[config.mk]
export PLATFORM = sky130hd
export DESIGN_NAME = serial_pattern_generator
export DESIGN_NICKNAME = d
export VERILOG_FILES = /design/src/rtl/serial_pattern_generator.sv
export SDC_FILE = /design/constraint.sdc
export NUM_CORES = 1
export LEC_CHECK = 0
export ABC_AREA = 1
export BUFFER_PORTS_ARGS = -buffer_cell sky130_fd_sc_hd__buf_2
export CAP_MARGIN = 20
export CELL_PAD_IN_SITES_DETAIL_PLACEMENT = 1
export CELL_PAD_IN_SITES_GLOBAL_PLACEMENT = 1
export CORE_MARGIN = 10
export CORE_UTILIZATION = 44
export CTS_CLUSTER_SIZE = 25
export DETAILED_ROUTE_END_ITERATION = 7
export GPL_TIMING_DRIVEN = 1
export PLACE_DENSITY = 0.95
export SLEW_MARGIN = 5
export SYNTH_ARGS = -nofsm -noshare
export SYNTH_HDL_FRONTEND = slang
export SYNTH_SLANG_ARGS = --single-unit
export TNS_END_PERCENT = 5
[constraint.sdc]
create_clock -name clock -period 3.65 [get_ports clock]
set_clock_uncertainty 0.05 [all_clocks]
set_input_delay 0 -clock clock [delete_from_list [all_inputs] [get_ports clock]]
set_output_delay 0 -clock clock [all_outputs]
set_load 0.005 [all_outputs]
[src/rtl/serial_pattern_generator.sv]
// ----------------------------------------------------------------------------
// serial_pattern_generator
//   Parallel-load, serial-out pulse/pattern generator. A WIDTH-bit pattern and
//   its bit length are accepted over a valid/ready handshake and then emitted
//   one bit per bit period on 'out', MSB- or LSB-first, once or repeatedly.
//
//   Optional feature macro: SPG_PRESCALE_EN
//     defined   -> each bit is held for BIT_CYCLES clocks (prescale counter)
//     undefined -> each bit is held for exactly one clock; BIT_CYCLES unused
//
// Ports
//   clock        in   1       system clock, rising edge
//   reset_n      in   1       asynchronous active-low reset
//   load_valid   in   1       pattern offer
//   load_ready   out  1       pattern can be accepted (registered, IDLE only)
//   load_data    in   WIDTH   pattern bits
//   load_len     in   LW      bits to emit; 0 or >WIDTH means WIDTH
//   repeat_mode  in   1       sampled at accept: loop pattern until abort
//   abort        in   1       synchronous stop request
//   out          out  1       serial output (registered)
//   busy         out  1       high while emitting
//   done         out  1       one-cycle pulse after a one-shot pattern ends
// ----------------------------------------------------------------------------
module serial_pattern_generator #(
    parameter int unsigned WIDTH      = 16,
    parameter bit          MSB_FIRST  = 1'b1,
    parameter bit          IDLE_LEVEL = 1'b0,
    parameter int unsigned BIT_CYCLES = 4
) (
    input  logic                         clock,
    input  logic                         reset_n,
    input  logic                         load_valid,
    output logic                         load_ready,
    input  logic [WIDTH-1:0]             load_data,
    input  logic [$clog2(WIDTH+1)-1:0]   load_len,
    input  logic                         repeat_mode,
    input  logic                         abort,
    output logic                         out,
    output logic                         busy,
    output logic                         done
);

    localparam int unsigned   LW       = $clog2(WIDTH + 1);
    localparam logic [LW-1:0] FULL_LEN = LW'(WIDTH);

    typedef enum logic {
        S_IDLE,
        S_SHIFT
    } state_t;

    state_t           state_q;
    logic [WIDTH-1:0] pat_q;
    logic [LW-1:0]    len_q;
    logic [LW-1:0]    bitcnt_q;
    logic             rep_q;
    logic             out_q;
    logic             busy_q;
    logic             done_q;
    logic             ready_q;

    logic [LW-1:0]    len_d;        // effective length of the offered pattern
    logic             first_d;      // first bit of the offered pattern
    logic             next_bit_d;   // bit following the current one
    logic             first_cap_d;  // first bit of the captured pattern
    logic             accept;
    logic             last_bit;
    logic             bit_end;

    // Bit at emission position i of a pattern of length l. A shift is used
    // instead of a variable bit-select so the index width never matters.
    function automatic logic pick(input logic [WIDTH-1:0] p,
                                  input logic [LW-1:0]    l,
                                  input logic [LW-1:0]    i);
        logic [LW-1:0]    idx;
        logic [WIDTH-1:0] sh;
        idx = MSB_FIRST ? (l - LW'(1) - i) : i;
        sh  = p >> idx;
        return sh[0];
    endfunction

    always_comb begin
        len_d       = ((load_len == '0) || (load_len > FULL_LEN)) ? FULL_LEN : load_len;
        first_d     = pick(load_data, len_d, '0);
        next_bit_d  = pick(pat_q, len_q, bitcnt_q + LW'(1));
        first_cap_d = pick(pat_q, len_q, '0);
        accept      = (state_q == S_IDLE) && load_valid && !abort;
        last_bit    = (bitcnt_q == (len_q - LW'(1)));
    end

`ifdef SPG_PRESCALE_EN
    localparam int unsigned PW = (BIT_CYCLES > 1) ? $clog2(BIT_CYCLES) : 1;

    logic [PW-1:0] presc_q;

    assign bit_end = (presc_q == PW'(BIT_CYCLES - 1));

    // Held at zero outside SHIFT so every pattern starts a fresh bit period.
    always_ff @(posedge clock or negedge reset_n) begin
        if (!reset_n) begin
            presc_q <= '0;
        end else if ((state_q != S_SHIFT) || abort || bit_end) begin
            presc_q <= '0;
        end else begin
            presc_q <= presc_q + PW'(1);
        end
    end
`else
    // Every clock ends a bit; BIT_CYCLES has no effect without the prescaler.
    assign bit_end = (BIT_CYCLES != 0) || 1'b1;
`endif

    always_ff @(posedge clock or negedge reset_n) begin
        if (!reset_n) begin
            state_q  <= S_IDLE;
            pat_q    <= '0;
            len_q    <= '0;
            bitcnt_q <= '0;
            rep_q    <= 1'b0;
            out_q    <= IDLE_LEVEL;
            busy_q   <= 1'b0;
            done_q   <= 1'b0;
            ready_q  <= 1'b1;
        end else begin
            done_q <= 1'b0;
            case (state_q)
                S_IDLE: begin
                    if (accept) begin
                        pat_q    <= load_data;
                        len_q    <= len_d;
                        rep_q    <= repeat_mode;
                        bitcnt_q <= '0;
                        out_q    <= first_d;
                        busy_q   <= 1'b1;
                        ready_q  <= 1'b0;
                        state_q  <= S_SHIFT;
                    end
                end
                S_SHIFT: begin
                    if (abort) begin
                        bitcnt_q <= '0;
                        out_q    <= IDLE_LEVEL;
                        busy_q   <= 1'b0;
                        ready_q  <= 1'b1;
                        state_q  <= S_IDLE;
                    end else if (bit_end) begin
                        if (last_bit) begin
                            bitcnt_q <= '0;
                            if (rep_q) begin
                                out_q <= first_cap_d;
                            end else begin
                                out_q   <= IDLE_LEVEL;
                                busy_q  <= 1'b0;
                                done_q  <= 1'b1;
                                ready_q <= 1'b1;
                                state_q <= S_IDLE;
                            end
                        end else begin
                            bitcnt_q <= bitcnt_q + LW'(1);
                            out_q    <= next_bit_d;
                        end
                    end
                end
                default: begin
                    state_q <= S_IDLE;
                end
            endcase
        end
    end

    assign out        = out_q;
    assign busy       = busy_q;
    assign done       = done_q;
    assign load_ready = ready_q;

endmodule

==> results.txt, run 1 <==
----------------------------------------------------
[Hold path]
  Min-delay src ... load_data[6]
  Worst Hold Class ... in -> reg
  Hold Path Sink ... pat_q[6]
  Hold path cells ... 3

[Setup path]
  Crit path launch ... len_q[0]
  Critical Path End Type ... flop
  Sequence of cells on the critical path ... inv_6 > ha_1 > fa_1 > inv_1 > nand3_1 > nand2_1 > nand2_1 > nand3_1 > nand2_1 > nand2_1 > nand2_1 > nand2_1 > a21oi_2
  Worst r2r path cells ... 13
  Critical register-to-register path endpoint ... out
  Worst Path Buf+Inv ... 2
  Cell mode on critical path ... sky130_fd_sc_hd__nand2_1
  Critical-path top delay cell ... sky130_fd_sc_hd__fa_1
  Critical path class ... reg -> reg
  Data required, critical path ... 3.82 ns
  Max Fanout on Critical Path ... 11
  Reg2reg setup slack ... 0.79 ns
  Data arrival time of the critical path ... 3.02 ns
  FF-to-FF Start ... len_q[0]
  Startpoint type of the worst setup path ... flop
  Cell family contributing the most delay on the critical path ... adder cells
  CP peak stage delay ... 0.67 ns

[STA]
  Setup-failing EPs final ... 0
  Measured slew at the worst slew-check pin ... 0.7412 ns
  Endpoints failing hold ... 0
  Setup repair after global routing missed its margin ... false
  Worst slew margin ... 0.5058
  Final max-slew violation count ... 0
  Post-route worst setup slack ... 0.7935 ns
  Tmin final ... 2.857 ns
  Portion of the clock cycle consumed by the worst path in the final layout ... 0.7826
  Max Fclk ... 350.1 MHz
  Setup tns final ... 0 ns

[Yosys]
  Number of synthesized flops with an enable pin ... 0
  Seq/Total Area, Yosys ... 0.3448
  Multiplexer area fraction after synthesis ... 0.004841
  Syn_nets ... 382
  Cell variety after synth ... 35
  Dominant combinational cell family by area after synthesis ... simple AND/OR/NAND/NOR gates
  Ys async rst share ... 1.000
  Predominant post-synthesis flop cell ... sky130_fd_sc_hd__dfrtp_1
  Number of synthesized register bits ... 32
  Fraction of synthesized cell area in xor and xnor cells ... 0.01130
  Netlist area before placement ... 2326 µm²
  Post-Synth Simple-Gate Area ... 0.3986
  Compound-cell area share of the yosys netlist ... 0.08015
  Mapped Avg Cell Area ... 6.703 µm²
  Post-Synthesis Cells ... 347
  Count of synthesis-stage warnings from yosys ... 0
  Adder and majority gate portion of the synthesized area ... 0.05164

[Global routing]
  Overall fraction of global-route tracks in use ... 0.2219
  Via count of the first global-routing pass ... 2876
  Antenna violations before repair ... 0
  Residual overflow from global routing ... 0
  Pin count of the biggest net entering global routing ... 46
  Global-route wire length before repair ... 15170 µm

[Clock network]
  CTS max path bufs ... 2
  Post-CTS Repair Setup Buffers ... 0
  Clock tree from TritonCTS ... yes
  Post_cts resized ... 0
  Worst-skew pair later-pin latency ... 0.29 ns
  Clock transition at path regs ... 0.07 ns
  Count of hold buffers inserted by post-cts repair ... 18
  Clock sinks ... 32
  Clk root buf ... sky130_fd_sc_hd__clkbuf_8
  Total number of H-tree levels ... 2
  Clock buffers created by TritonCTS ... 5

[Cells and area]
  Proportion of layout cells with a drive suffix above 1 ... 0.1320
  Fillers ... 665
  Area of the multi-input gates ... 1271 µm²
  N_diodes ... 0
  Signed area change from the synthesized netlist to the final layout ... 19.20%
  Flip-flop and latch area ... 802.0 µm²
  Net count of the finished layout ... 428
  Most frequent standard cell in the layout excluding fill and tap cells ... sky130_fd_sc_hd__nand2_1
  Commonest cells after routing, fill and taps aside ... sky130_fd_sc_hd__nand2_1, sky130_fd_sc_hd__nand3_1, sky130_fd_sc_hd__inv_1, sky130_fd_sc_hd__dfrtp_1, sky130_fd_sc_hd__buf_2

[Routing]
  Number of vias in the routed layout ... 2676
  WL per Instance ... 20.40 µm
  Aggregate routed wire length ... 9464 µm
  Routed Antenna Nets ... 0
  Remaining DRCs ... 0
  Detailed-routing iteration count for the pre-antenna-repair pass ... 5
  Via density per instance ... 5.767
  Iteration-0 DRC Markers ... 240

[Power and ir drop]
  Maximum vdd drop ... 273.8 µV
  Total power per unit cell area ... 879.2 nW/µm²
  Leakage power figure ... 1.500 nW

[Placement]
  IO Port Bufs ... 29
  Final weighted congestion in routability-driven placement ... 0.8839
  Setup slack at placement ... 0.8076 ns
  Post-detailed-placement half-perimeter wirelength ... 5575 µm

[Floorplan]
  Die width ... 92.71 µm
  Height of the die ... 92.71 µm
  Number of standard-cell rows in the floorplan ... 26
  Total Die Area ... 8594 µm²
  Num ports ... 30
  Area inside the core boundary ... 5107 µm²
  Starting density of the core ... 0.4554

[Run]
  Max-cap violations ... 0

[Outcome]
  Status ... complete, no violations

----------------------------------------------------
==> kinds of logic after synthesis <==
kind of cell,count (synthesis)
AO/OA/AOI/OAI,35
XOR/XNOR,3
adder cells (fa/ha/maj),9
buffers and inverters,58
flip-flops,32
multiplexers,1
AND/OR/NAND/NOR,209
==> sequential cells by signal (all words and copies together) (netlist names) <==
register    cells
state_q         1
busy            1
rep_q           1
load_ready      1
bitcnt_q        5
pat_q          16
out             1
len_q           5
done            1
==> per-layer routing <==
metal	up-vias	GRT usage	wire, µm
met5	-	0	0
met4	0	0.1080	379
met3	35	0.04358	628
met2	140	0.4035	4740
met1	1304	0.2401	3716
li1	1197	-	-
==> worst max path at each step <==
stage | endpoint | slack [ns] | depth (start not counted)
2_1_floorplan | out | 1.26 | 15
3_3_place_gp | out | 0.91 | 13
3_5_place_dp | out | 0.81 | 13
4_1_cts | out | 0.78 | 13
5_1_grt | out | 0.61 | 15
6_report | out | 0.79 | 13
==> where the power goes <==
group / internal (W) / switching [W]
Clock: 0.000154 / 0.000145
Sequential: 0.000496 / 0.000170
Combinational: 0.000525 / 0.000948
Total: 0.00117 / 0.00126
==> Yosys cell counts, types with 3 or more instances <==
library cell                 n  area [µm²]
sky130_fd_sc_hd__nand2_1   127       476.7
sky130_fd_sc_hd__ha_1        8       100.1
sky130_fd_sc_hd__o21ai_0    24       120.1
sky130_fd_sc_hd__nand3_1    57       285.3
sky130_fd_sc_hd__nor2_1      9       33.78
sky130_fd_sc_hd__nand2_2     5       31.28
sky130_fd_sc_hd__dfrtp_1    31       775.7
sky130_fd_sc_hd__clkbuf_1    4       15.01
sky130_fd_sc_hd__a21oi_1     3       15.01
sky130_fd_sc_hd__inv_1      46       172.7
sky130_fd_sc_hd__o22ai_1     3       18.77
==> metrics by stage <==
step                      instance area [µm²]  instances    util  total power [W]  hold slack [ns]
after detailed placement                 2502        438  0.4900         0.002050          0.03015
final                                    2773        464  0.5429         0.002438          0.01542
after global placement                   2502        438  0.4900         0.001956          0.03637
after global routing                     2773        464  0.5429         0.002640          0.04005
after floorplan                          2326        347       -         0.001688          -0.3456
after CTS                                2773        464  0.5429         0.002372         0.005853
==> worst reg2reg max path: stages (launching register included) <==
cell and delay [ns]:
sky130_fd_sc_hd__dfrtp_1 0.66, sky130_fd_sc_hd__inv_6 0.12, sky130_fd_sc_hd__ha_1 0.46, sky130_fd_sc_hd__fa_1 0.67, sky130_fd_sc_hd__inv_1 0.12, sky130_fd_sc_hd__nand3_1 0.10, sky130_fd_sc_hd__nand2_1 0.05, sky130_fd_sc_hd__nand2_1 0.05
sky130_fd_sc_hd__nand3_1 0.08, sky130_fd_sc_hd__nand2_1 0.08, sky130_fd_sc_hd__nand2_1 0.08, sky130_fd_sc_hd__nand2_1 0.07, sky130_fd_sc_hd__nand2_1 0.07, sky130_fd_sc_hd__a21oi_2 0.13
==> cell type report <==
| cell class | count | share of cell area |
|---|---|---|
| multi-input cells | 257 | 0.4585 |
| well taps | 70 | 0.03159 |
| inverters | 49 | 0.06814 |
| clock buffers | 8 | 0.03249 |
| repair buffers | 48 | 0.1200 |
| flip-flops and latches | 32 | 0.2893 |
Power figures use the tool's default switching activity.
==> run 2, diff against run 1 <==
CORE_UTILIZATION = 41   (was 44)
PLACE_DENSITY = 0.91   (was 0.95)
clock period = 2.9 ns   (was 3.65 ns; I/O delays follow)
==> run 2 against run 1 <==
Against the previous run:
- die area grew 5.7%
- largest power group unchanged
- global-route usage shrank 2.3 points
- critical path depth grew 2
- design area grew 0.90%
- sequential power grew 27%
- register-to-register slack lost 0.46 ns
- clock power grew 24%
==> results.txt, run 2 (same netlist as run 1, synthesis figures left out) <==
----------------------------------------------------
[Setup path]
  Startpoint type of the worst setup path ... input pin
  Critical Path End Type ... flop
  Critical path class ... in -> reg
  CP Capture Point ... out
  Critical register-to-register path endpoint ... out
  Max Fanout on Critical Path ... 8
  FF-to-FF Start ... len_q[0]
  Data required, critical path ... 3.02 ns
  Data arrival time of the critical path ... 2.79 ns
  Reg2reg setup slack ... 0.33 ns
  Crit path launch ... load_len[1]
  Worst r2r path cells ... 13

[STA]
  Measured slew at the worst slew-check pin ... 0.7504 ns
  Setup tns final ... 0 ns
  Portion of the clock cycle consumed by the worst path in the final layout ... 0.9187
  Tmin final ... 2.664 ns
  Setup repair after global routing missed its margin ... false
  Worst slew margin ... 0.4997
  Final max-slew violation count ... 0
  Endpoints failing hold ... 0
  Setup-failing EPs final ... 0
  Max Fclk ... 375.3 MHz

[Cells and area]
  Max FFs per register ... 16
  Proportion of layout cells with a drive suffix above 1 ... 0.1389
  Net count of the finished layout ... 430
  Largest Register ... pat_q
  Flip-flop and latch area ... 803.3 µm²
  Largest registers ... pat_q x16, bitcnt_q x5, len_q x5
  Signed area change from the synthesized netlist to the final layout ... 20.28%
  Area of the multi-input gates ... 1275 µm²
  Commonest cells after routing, fill and taps aside ... sky130_fd_sc_hd__nand2_1, sky130_fd_sc_hd__nand3_1, sky130_fd_sc_hd__inv_1, sky130_fd_sc_hd__dfrtp_1, sky130_fd_sc_hd__buf_2
  N_diodes ... 0
  Most frequent standard cell in the layout excluding fill and tap cells ... sky130_fd_sc_hd__nand2_1
  Final Instance Count excl. Fillers ... 468
  Fillers ... 719
  Post-layout util ... 0.5081

[Global routing]
  Via count of the first global-routing pass ... 2812
  Antenna violations before repair ... 0
  Global-route wire length before repair ... 14340 µm
  Residual overflow from global routing ... 0
  Pin count of the biggest net entering global routing ... 46
  Overall fraction of global-route tracks in use ... 0.1992

[Floorplan]
  Starting density of the core ... 0.4224
  Height of the die ... 95.32 µm
  Number of standard-cell rows in the floorplan ... 27
  Area inside the core boundary ... 5507 µm²
  Num ports ... 30
  Total Die Area ... 9086 µm²
  Die width ... 95.32 µm

[Placement]
  Post-detailed-placement half-perimeter wirelength ... 5572 µm
  Final weighted congestion in routability-driven placement ... 0.8353
  Cells after DPL ... 441
  IO Port Bufs ... 29

[Clock network]
  Clock sinks ... 32
  Post-CTS Repair Setup Buffers ... 0
  Clock buffers created by TritonCTS ... 5
  Clock tree from TritonCTS ... yes
  Total number of H-tree levels ... 2
  Clock transition at path regs ... 0.07 ns
  Clk root buf ... sky130_fd_sc_hd__clkbuf_8
  Worst-skew pair later-pin latency ... 0.30 ns
  CTS max path bufs ... 2

[Routing]
  Remaining DRCs ... 0
  Iteration-0 DRC Markers ... 140
  Detailed-routing iteration count for the pre-antenna-repair pass ... 4
  Via density per instance ... 5.532
  WL per Instance ... 18.83 µm
  Number of vias in the routed layout ... 2589
  Routed Antenna Nets ... 0
  Aggregate routed wire length ... 8811 µm

[Power and ir drop]
  Clock network fraction of total power ... 0.122
  Leakage power figure ... 1.507 nW
  Cell internal pwr ... 0.001484 W
  Part of the power in combinational logic ... 0.600
  Total power per unit cell area ... 1089 nW/µm²
  Sw frac ... 0.5130
  Sequential share of power ... 0.278
  Maximum vdd drop ... 438.4 µV
  Net switching power figure ... 0.001564 W

[Hold path]
  Min-delay src ... load_data[3]
  Hold path cells ... 3
  Worst Hold Class ... in -> reg

[Run]
  Max-cap violations ... 0

[Outcome]
  Status ... complete, no violations

----------------------------------------------------
## run 2: cell count changes in the layout (fill, tap and decap cells not counted)
cell / delta
sky130_fd_sc_hd__a21oi_1: -1
sky130_fd_sc_hd__a21oi_2: +1
sky130_fd_sc_hd__buf_4: +1
sky130_fd_sc_hd__dfrtp_1: -1
sky130_fd_sc_hd__dfrtp_2: +1
sky130_fd_sc_hd__dlygate4sd3_1: +1
## run 2: how the worst min path moves through the flow
stage	endpoint
after floorplan	bitcnt_q[0]
after global placement	pat_q[2]
after detailed placement	pat_q[2]
after CTS	pat_q[3]
after global routing	pat_q[3]
final	pat_q[3]
## run 2: power groups by stage
| stage | logic, W | clock network, W | registers [W] |
|---|---|---|---|
| final | 0.00183 | 0.000372 | 0.000847 |
| after global routing | 0.00210 | 0.000385 | 0.000858 |
| after CTS | 0.00179 | 0.000362 | 0.000823 |
| after detailed placement | 0.00175 | 0 | 0.000828 |
| after global placement | 0.00163 | 0 | 0.000815 |
| after floorplan | 0.00138 | 0 | 0.000742 |
## run 2: metal layers
| layer | part of all wire | vias up | track usage |
|---|---|---|---|
| met2 | 0.51 | 89 | 0.3585 |
| li1 | - | 1203 | - |
| met1 | 0.40 | 1266 | 0.2256 |
| met5 | 0 | - | 0 |
| met3 | 0.042 | 31 | 0.02749 |
| met4 | 0.043 | 0 | 0.09601 |
## run 2: final cells by class
type / count / area share
well taps: 72 / 0.03220
clock buffers: 8 / 0.03220
multi-input cells: 257 / 0.4557
repair buffers: 50 / 0.1252
flip-flops and latches: 32 / 0.2871
inverters: 49 / 0.06753
## run 2: timing repair
action,4_1_cts,5_1_grt
gates resized for setup,0,2
endpoints found under the hold margin,49,0
hold buffers,19,0
setup endpoints to repair,0,1
## run 2: worst max-delay path, stage by stage
cell and delay (ns):
sky130_fd_sc_hd__dlygate4sd3_1 0.56, sky130_fd_sc_hd__buf_2 0.15, sky130_fd_sc_hd__nor2_1 0.10, sky130_fd_sc_hd__nand3_1 0.08, sky130_fd_sc_hd__ha_1 0.33, sky130_fd_sc_hd__inv_1 0.22, sky130_fd_sc_hd__nand2_1 0.14, sky130_fd_sc_hd__ha_1 0.40
sky130_fd_sc_hd__inv_1 0.13, sky130_fd_sc_hd__nand3_1 0.12, sky130_fd_sc_hd__nand3_1 0.08, sky130_fd_sc_hd__nand3_1 0.10, sky130_fd_sc_hd__nand2_1 0.08, sky130_fd_sc_hd__a21oi_2 0.20, sky130_fd_sc_hd__a21oi_2 0.07
## run 2: metrics by stage
stage	cell area (µm²)	hold WS [ns]	power [W]	worst slack (ns)
floorplan	2326	-0.3456	0.002124	0.5146
global placement	2512	0.03905	0.002441	0.3842
detailed placement	2512	0.04440	0.002581	0.2417
CTS	2793	0.003629	0.002972	0.2044
global route	2798	0.05176	0.003346	0.03637
finish	2798	0.01744	0.003048	0.2356
